--- config.mk ---
export PLATFORM = sky130hd
export DESIGN_NAME = mux21_arbiter_bmsce
export DESIGN_NICKNAME = d
export VERILOG_FILES = /design/src/rtl/mux21_arbiter_bmsce.sv
export SDC_FILE = /design/constraint.sdc
export NUM_CORES = 1
export LEC_CHECK = 0
export ABC_CLOCK_PERIOD_IN_PS = 2300
export CAP_MARGIN = 20
export CORE_MARGIN = 1
export CORE_UTILIZATION = 37
export CTS_CLUSTER_SIZE = 20
export DETAILED_ROUTE_END_ITERATION = 12
export PLACE_DENSITY_LB_ADDON = 0.15
export SLEW_MARGIN = 15
export SYNTH_ARGS = -nofsm -noshare
export SYNTH_HDL_FRONTEND = slang
export SYNTH_SLANG_ARGS = --single-unit
--- constraint.sdc ---
create_clock -name clk -period 2.3 [get_ports clk]
set_input_delay 0.46 -clock clk [delete_from_list [all_inputs] [get_ports clk]]
set_output_delay 0.46 -clock clk [all_outputs]
set_load 0.03 [all_outputs]
--- src/rtl/mux21_arbiter_bmsce.sv ---
// Round-robin arbiter sharing a registered 2:1 mux data channel between two requesters.
// One-cycle grant latency, burst-limited tenure, no backpressure beyond the request/grant handshake.
module mux21_arbiter_bmsce #(
  parameter int MAX_BURST = 8
) (
  input  logic       clk,
  input  logic       rst_n,
  input  logic [7:0] ui_in,
  output logic [7:0] uo_out,
  input  logic [7:0] uio_in,
  output logic [7:0] uio_out,
  output logic [7:0] uio_oe,
  input  logic       ena
);

  // Encoding chosen so the state bits are the grant outputs directly.
  typedef enum logic [1:0] {
    IDLE = 2'b00,
    GNT0 = 2'b01,
    GNT1 = 2'b10
  } state_t;

  localparam logic [3:0] LAST = 4'(MAX_BURST - 1);

  state_t     state;
  logic       sel;
  logic       y;
  logic [3:0] burst_cnt;

  logic req0, req1, data0, data1, arb_en;

  assign req0   = ui_in[0];
  assign req1   = ui_in[1];
  assign data0  = ui_in[2];
  assign data1  = ui_in[3];
  assign arb_en = uio_in[0];

  wire unused_ok = &{1'b0, ena, ui_in[7:4], uio_in[7:1]};

  always_ff @(posedge clk or negedge rst_n) begin
    if (!rst_n) begin
      state     <= IDLE;
      sel       <= 1'b1;
      y         <= 1'b0;
      burst_cnt <= 4'd0;
    end else begin
      y <= (state == GNT0) ? data0 : (state == GNT1) ? data1 : 1'b0;
      if (!arb_en) begin
        state     <= IDLE;
        burst_cnt <= 4'd0;
      end else begin
        case (state)
          IDLE: begin
            burst_cnt <= 4'd0;
            // On a tie the side that did not own the channel last wins.
            if (req0 && (!req1 || sel)) begin
              state <= GNT0;
              sel   <= 1'b0;
            end else if (req1) begin
              state <= GNT1;
              sel   <= 1'b1;
            end
          end
          GNT0: begin
            if (req0) begin
              if (burst_cnt != LAST) begin
                burst_cnt <= burst_cnt + 4'd1;
              end else if (req1) begin
                state     <= GNT1;
                sel       <= 1'b1;
                burst_cnt <= 4'd0;
              end
            end else if (req1) begin
              state     <= GNT1;
              sel       <= 1'b1;
              burst_cnt <= 4'd0;
            end else begin
              state     <= IDLE;
              burst_cnt <= 4'd0;
            end
          end
          GNT1: begin
            if (req1) begin
              if (burst_cnt != LAST) begin
                burst_cnt <= burst_cnt + 4'd1;
              end else if (req0) begin
                state     <= GNT0;
                sel       <= 1'b0;
                burst_cnt <= 4'd0;
              end
            end else if (req0) begin
              state     <= GNT0;
              sel       <= 1'b0;
              burst_cnt <= 4'd0;
            end else begin
              state     <= IDLE;
              burst_cnt <= 4'd0;
            end
          end
          default: begin
            state     <= IDLE;
            burst_cnt <= 4'd0;
          end
        endcase
      end
    end
  end

  assign uo_out  = {burst_cnt, sel, state, y};
  assign uio_out = 8'h00;
  assign uio_oe  = 8'h00;

endmodule

==> results.sh, run 1 <==
export IMPL_dpl_wire_length_microns=1150
export IMPL_worstPathCellList="clkdlybuf4s50_1"
export IMPL_cts_setup_buffers=0
export IMPL_tns_ns=0
export IMPL_cts_tree="built"
export IMPL_gpl_final_weighted_congestion=0.787
export IMPL_worst_path_largest_cell_delay_ns=0.67
export IMPL_power_share_sequential_pct=25.9
export IMPL_cts_root_buf="clkbuf_4"
export IMPL_netSwitchingFraction_pct=45.9
export IMPL_number_of_nets_with_antenna_violations_after_detailed_routing=0
export IMPL_insertion_delay_to_the_later_sink_of_the_worst_skew_pair_ns=0.26
export IMPL_yosysWarningCount=0
export IMPL_highest_count_cells_in_the_layout_ignoring_fill_and_taps="16 x conb_1, 14 x clkdlybuf4s50_1, 7 x dfrtp_1"
export IMPL_post_synth_mux_area_share_pct=3.24
export IMPL_gr_usage_all_layers_pct=13.4
export IMPL_design_die_area_sq_um=2380
export IMPL_critical_path_class="reg -> out"
export IMPL_synth_ff_latch_count=8
export IMPL_mostFrequentLayoutCell="conb_1"
export IMPL_internal_power_uw=465
export IMPL_cell_type_of_the_slowest_stage_on_the_worst_timing_path="clkdlybuf4s50_1"
export IMPL_route_vias_total=631
export IMPL_overflow=0
export IMPL_power_density_cell_area_nw_per_um2=925
export IMPL_number_of_placement_rows=16
export IMPL_slew_violations=0
export IMPL_drt_drc_violations_left=0
export IMPL_cts_root_to_sink_buffers=2
export IMPL_seq_area_frac_synth_pct=24.8
export IMPL_maxClockFrequency_mhz=512
export IMPL_finalCriticalPeriod_ns=1.95
export IMPL_drv_max_cap_violation_count=0
export IMPL_first_global_vias=582
export IMPL_die_y_microns=48.8
export IMPL_switchingPower_uw=394
export IMPL_power_leakage_nw=0.426
export IMPL_grt_first_pass_wirelength_microns=2420
export IMPL_postCtsResizedCells=0
export IMPL_power_share_clock_pct=13.9
export IMPL_cpLargestDelayFamily="buffers and inverters"
export IMPL_postCtsHoldBufs=0
export IMPL_yosys_cell_types_count=45
export IMPL_netlist_area_sq_um=811
export IMPL_asyncSetResetFlopFracSynth_pct=100
export IMPL_design_core_area_sq_um=2000
export IMPL_yosys_area_share_simple_pct=17.9
export IMPL_design_area_sq_um=928
export IMPL_drtIter0Drc=5
export IMPL_status="completed"
export IMPL_timing_critical_path_from_type="register"
export IMPL_post_synthesis_cell_count=88
export IMPL_maximum_number_of_pins_on_one_net_before_global_route_repair=12
export IMPL_wl_per_cell_microns=11.3
export IMPL_tritoncts_num_buffers=3
export IMPL_worstPathArrival_ns=1.49
export IMPL_worst_ir_drop_vdd_uv=428
export IMPL_tritoncts_num_sinks=8
export IMPL_dpl_instance_area_sq_um=902
export IMPL_firstDrtPassIters=3
export IMPL_end_kind="primary output"
export IMPL_worst_clock_skew_ns=0.00305
export IMPL_crit_path_max_fanout=5
export IMPL_synthXorXnorAreaFrac_pct=2.16
export IMPL_cp_data_required_time_ns=1.84
export IMPL_insertedDiodeCount=0
export IMPL_grt_setup_unrepaired="false"
export IMPL_io_buffer_count=14
export IMPL_grt_antenna_before_repair=0
export IMPL_syn_mean_instance_area_sq_um=9.21
export IMPL_setup_violations=0
export IMPL_synth_area_in_compound_gates_pct=21.5
export IMPL_clk_pin_slew_worst_paths_ns=0.06
export IMPL_die_w_microns=48.8
export IMPL_combinational_group_share_of_total_power_pct=60.2
export IMPL_synth_fa_ha_area_share_pct=7.72
export IMPL_main_combinational_cell_family_by_area_after_synthesis="buffers and inverters"
export IMPL_hold_path_class="in -> async"
export IMPL_design_portCount=43
export IMPL_min_period_over_period_pct=84.9
export IMPL_initial_utilization_pct=40.5
export IMPL_syn_to_final_growth_pct=14.5
export IMPL_cts_htree_levels=1
export IMPL_finalNetCount=127
export IMPL_critical_path_n_buffers_inverters=1
export IMPL_wirelength_microns=1460
export IMPL_via_per_inst=4.89
export IMPL_post_route_cells_drive_above_1_share_pct=14.7
export IMPL_finalHoldViolations=0
export IMPL_ys_dominant_reg_cell="dfrtp_1"
export IMPL_synth_edf_count=0
worst paths after layout:
path,from,to,slack [ns],depth (start not counted)
worst max register to register,state[1],burst_cnt[1],0.55,5
max in group asynchronous,rst_n,sel,1.50,1
worst min register to register,sel,sel,0.54,1
worst max-delay path,sel,uo_out[3],0.35,1
min in group clk,sel,sel,0.54,1
worst min-delay path,rst_n,y,0.49,1
cell type report:
type	instances	area, sq um
clock buffer	4	26.3
fill	204	1070
inverter	5	18.8
multi-input combinational	68	485
sequential	8	201
tap	27	33.8
timing repair buffer	17	163
cell families after synthesis:
family	count (synthesis)
DFF	8
buffers and inverters	27
xor gates and xnor gates	2
adders and majority gates	5
AOI/OAI and AO/OA	22
other	1
and+or+nand+nor	21
muxes	2
sequential cells by signal, summed over array words and instances, names as in the netlist:
register / count
y: 1
state: 2
burst_cnt: 4
sel: 1
metrics by stage:
stage	setup slack, ns	util (%)	hold slack [ns]	power (mW)	std cells
6_report	0.346	46.4	0.489	0.859	129
5_1_grt	0.311	46.4	0.508	0.942	129
4_1_cts	0.345	46.4	0.500	0.868	129
3_5_place_dp	0.447	45.1	0.536	0.745	125
3_3_place_gp	0.452	45.1	0.540	0.744	125
2_1_floorplan	0.488	-	0.164	0.644	103
synthesized netlist by cell type (2+ instances only):
cell type | number | area [sq um]
buf_4 | 18 | 135
dfrtp_1 | 7 | 175
ha_1 | 5 | 62.6
inv_1 | 5 | 18.8
nand2_1 | 4 | 15.0
a21oi_1 | 3 | 15.0
buf_2 | 3 | 15.0
nand3_1 | 3 | 15.0
a21o_1 | 2 | 15.0
o211ai_1 | 2 | 15.0
o21ai_0 | 2 | 10.0
metal layers:
layer / vias to the layer above / track usage (%) / share of wire, %
met3: 2 / 5.61 / 4.4
met2: 18 / 22.9 / 50
met1: 299 / 14.8 / 44
li1: 312 / - / -
met5: - / 0 / 0
met4: 0 / 4.41 / 0.68
power by group through the flow:
stage	Clock (mW)	Combinational, mW	Sequential [mW]
final	0.119	0.517	0.222
after CTS	0.123	0.523	0.223
after detailed placement	0	0.519	0.226
after global placement	0	0.521	0.223
after global routing	0.131	0.581	0.230
after floorplan	0	0.392	0.252
Power figures use the tool's default switching activity.
==> run 2, diff against run 1 <==
ABC_CLOCK_PERIOD_IN_PS = 1750   (was 2300)
CORE_UTILIZATION = 35   (was 37)
clock period = 1.75 ns   (was 2.3 ns; I/O delays follow)
==> run 2 against run 1 <==
  * Sequential share of layout area is 0.79 points lower
  * Combinational power increased by 43%
  * Non-clock buffer count rose by 5
  * Routed wire length is 4.7% higher
  * Total power increased by 38%
  * Count of clock-buffer cells in the layout stayed put
  * Via count grew 2.4%
  * Core utilization decreased by 2.1 points
  * Die area increased by 5.5%
  * Clock skew up 0.0040 ns
  * Cell count rose by 4.7%
  * Register-to-register slack worse by 0.42 ns
  * Critical path type unchanged
  * Critical endpoint is now uo_out[1]
  * Highest routed layer unchanged
==> results.sh, run 2 (synthesis results as in run 1) <==
export IMPL_status="completed"
export IMPL_critical_path_n_buffers_inverters=1
export IMPL_tns_ns=0
export IMPL_end_kind="primary output"
export IMPL_timing_critical_path_from_type="register"
export IMPL_dpl_wire_length_microns=1200
export IMPL_design_portCount=43
export IMPL_worstPathArrival_ns=1.35
export IMPL_fin_util_pct=44.3
export IMPL_slew_violations=0
export IMPL_cell_type_of_the_slowest_stage_on_the_worst_timing_path="clkdlybuf4s50_1"
export IMPL_cpLargestDelayFamily="buffers and inverters"
export IMPL_cts_tree="built"
export IMPL_setup_violations=0
export IMPL_insertedDiodeCount=0
export IMPL_worst_path_largest_cell_delay_ns=0.68
export IMPL_worstPathCellList="clkdlybuf4s50_1"
export IMPL_gr_usage_all_layers_pct=14.1
export IMPL_grt_antenna_before_repair=0
export IMPL_finalCriticalPeriod_ns=1.70
export IMPL_tritoncts_num_sinks=8
export IMPL_worst_clock_skew_ns=0.00705
export IMPL_fin_total_pwr_mw=1.19
export IMPL_hold_path_class="in -> async"
export IMPL_cts_htree_levels=1
export IMPL_worst_ir_drop_vdd_uv=658
export IMPL_firstDrtPassIters=4
export IMPL_number_of_placement_rows=17
export IMPL_holdWs_ns=0.373
export IMPL_largest_register_ff_count=4
export IMPL_overflow=0
export IMPL_tritoncts_num_buffers=3
export IMPL_drt_drc_violations_left=0
export IMPL_grt_setup_unrepaired="false"
export IMPL_cts_root_to_sink_buffers=2
export IMPL_die_y_microns=50.1
export IMPL_crit_path_max_fanout=6
export IMPL_via_per_inst=4.79
export IMPL_drv_max_cap_violation_count=0
export IMPL_power_density_cell_area_nw_per_um2=1220
export IMPL_finalHoldViolations=0
export IMPL_syn_to_final_growth_pct=19.6
export IMPL_initial_utilization_pct=37.0
export IMPL_route_vias_total=646
export IMPL_drtIter0Drc=6
export IMPL_mostFrequentLayoutCell="conb_1"
export IMPL_highest_count_cells_in_the_layout_ignoring_fill_and_taps="16 x conb_1, 9 x clkdlybuf4s50_1, 8 x buf_4"
export IMPL_gpl_final_weighted_congestion=0.805
export IMPL_critical_path_class="reg -> out"
export IMPL_io_buffer_count=14
export IMPL_maxClockFrequency_mhz=587
export IMPL_min_period_over_period_pct=97.3
export IMPL_first_global_vias=607
export IMPL_number_of_nets_with_antenna_violations_after_detailed_routing=0
export IMPL_cts_root_buf="clkbuf_4"
export IMPL_biggestRegsByFlops="burst_cnt x4, state x2"
export IMPL_grt_first_pass_wirelength_microns=2630
export IMPL_insertion_delay_to_the_later_sink_of_the_worst_skew_pair_ns=0.27
export IMPL_finalNetCount=132
export IMPL_design_core_area_sq_um=2190
export IMPL_maximum_number_of_pins_on_one_net_before_global_route_repair=10
export IMPL_design_die_area_sq_um=2510
export IMPL_top_register="burst_cnt"
export IMPL_stdcell_count=135
export IMPL_number_of_instances_in_the_placed_design=131
export IMPL_cp_data_required_time_ns=1.40
export IMPL_wirelength_microns=1530
export IMPL_power_leakage_nw=0.494
export IMPL_wl_per_cell_microns=11.4
export IMPL_post_route_cells_drive_above_1_share_pct=19.6
export IMPL_clk_pin_slew_worst_paths_ns=0.06
export IMPL_die_w_microns=50.1
## run 2: changes by cell type in the layout (fill, tap and decap cells not counted), sizes merged
cell           previous run  this run
buf                       3         8
clkdlybuf4s50            14         9
dlygate4sd2               0         3
dlymetal6s2s              0         2
## run 2: path summary, 6_finish.rpt
path,startpoint,to,slack (ns),cells past startpoint
worst max-delay path,state[0],uo_out[1],0.05,1
worst min-delay path,rst_n,burst_cnt[1],0.37,1
worst max register to register,state[1],burst_cnt[1],0.13,5
worst min register to register,sel,sel,0.53,1
max in group asynchronous,rst_n,sel,1.05,1
min in group clk,sel,sel,0.53,1
## run 2: layout make-up
| class | count | area (sq um) |
|---|---|---|
| Tap cell | 28 | 35.0 |
| Multi-Input combinational cell | 68 | 485 |
| Timing Repair Buffer | 22 | 201 |
| Inverter | 5 | 18.8 |
| Clock buffer | 4 | 26.3 |
| Fill cell | 238 | 1220 |
| Sequential cell | 8 | 203 |
## run 2: what timing repair did
item                                    in CTS  in global routing
resized for setup                            3                  2
endpoints found under the hold margin        0                  0
endpoints found under the setup margin       3                  2
hold buffers                                 0                  0
setup buffers                                0                  0
## run 2: power by group
group,internal [mW],total (mW),switching [mW]
logic,0.320,0.737,0.417
clock network,0.0878,0.160,0.0721
registers,0.242,0.289,0.0464
total,0.650,1.19,0.535
## run 2: layer usage
metal  vias to the layer above  GRT usage (%)  share of wire, %
met5                         -              0                 0
met4                         0           10.0               3.0
met3                         5           1.82               4.7
met2                        22           22.2                44
met1                       298           17.7                48
li1                        321              -                 -
## run 2: per-stage QoR
step | worst slack (ns) | area [sq um]
2_1_floorplan | 0.0446 | 868
6_report | 0.0467 | 970
3_5_place_dp | 0.00415 | 942
4_1_cts | 0.0166 | 965
3_3_place_gp | 0.0128 | 942
5_1_grt | 0.00203 | 970
==> run 3, diff against run 2 <==
ABC_CLOCK_PERIOD_IN_PS = default   (was 1750)
MAX_ROUTING_LAYER = met4   (was default)
==> results of run 3 <==
No change in the layout: final DEF, timing and power equal those of run 2.
Main changes from that run: final weighted congestion in routability-driven placement 0.805 -> 0.817; overall routing resource usage 14.1% -> 14.5%
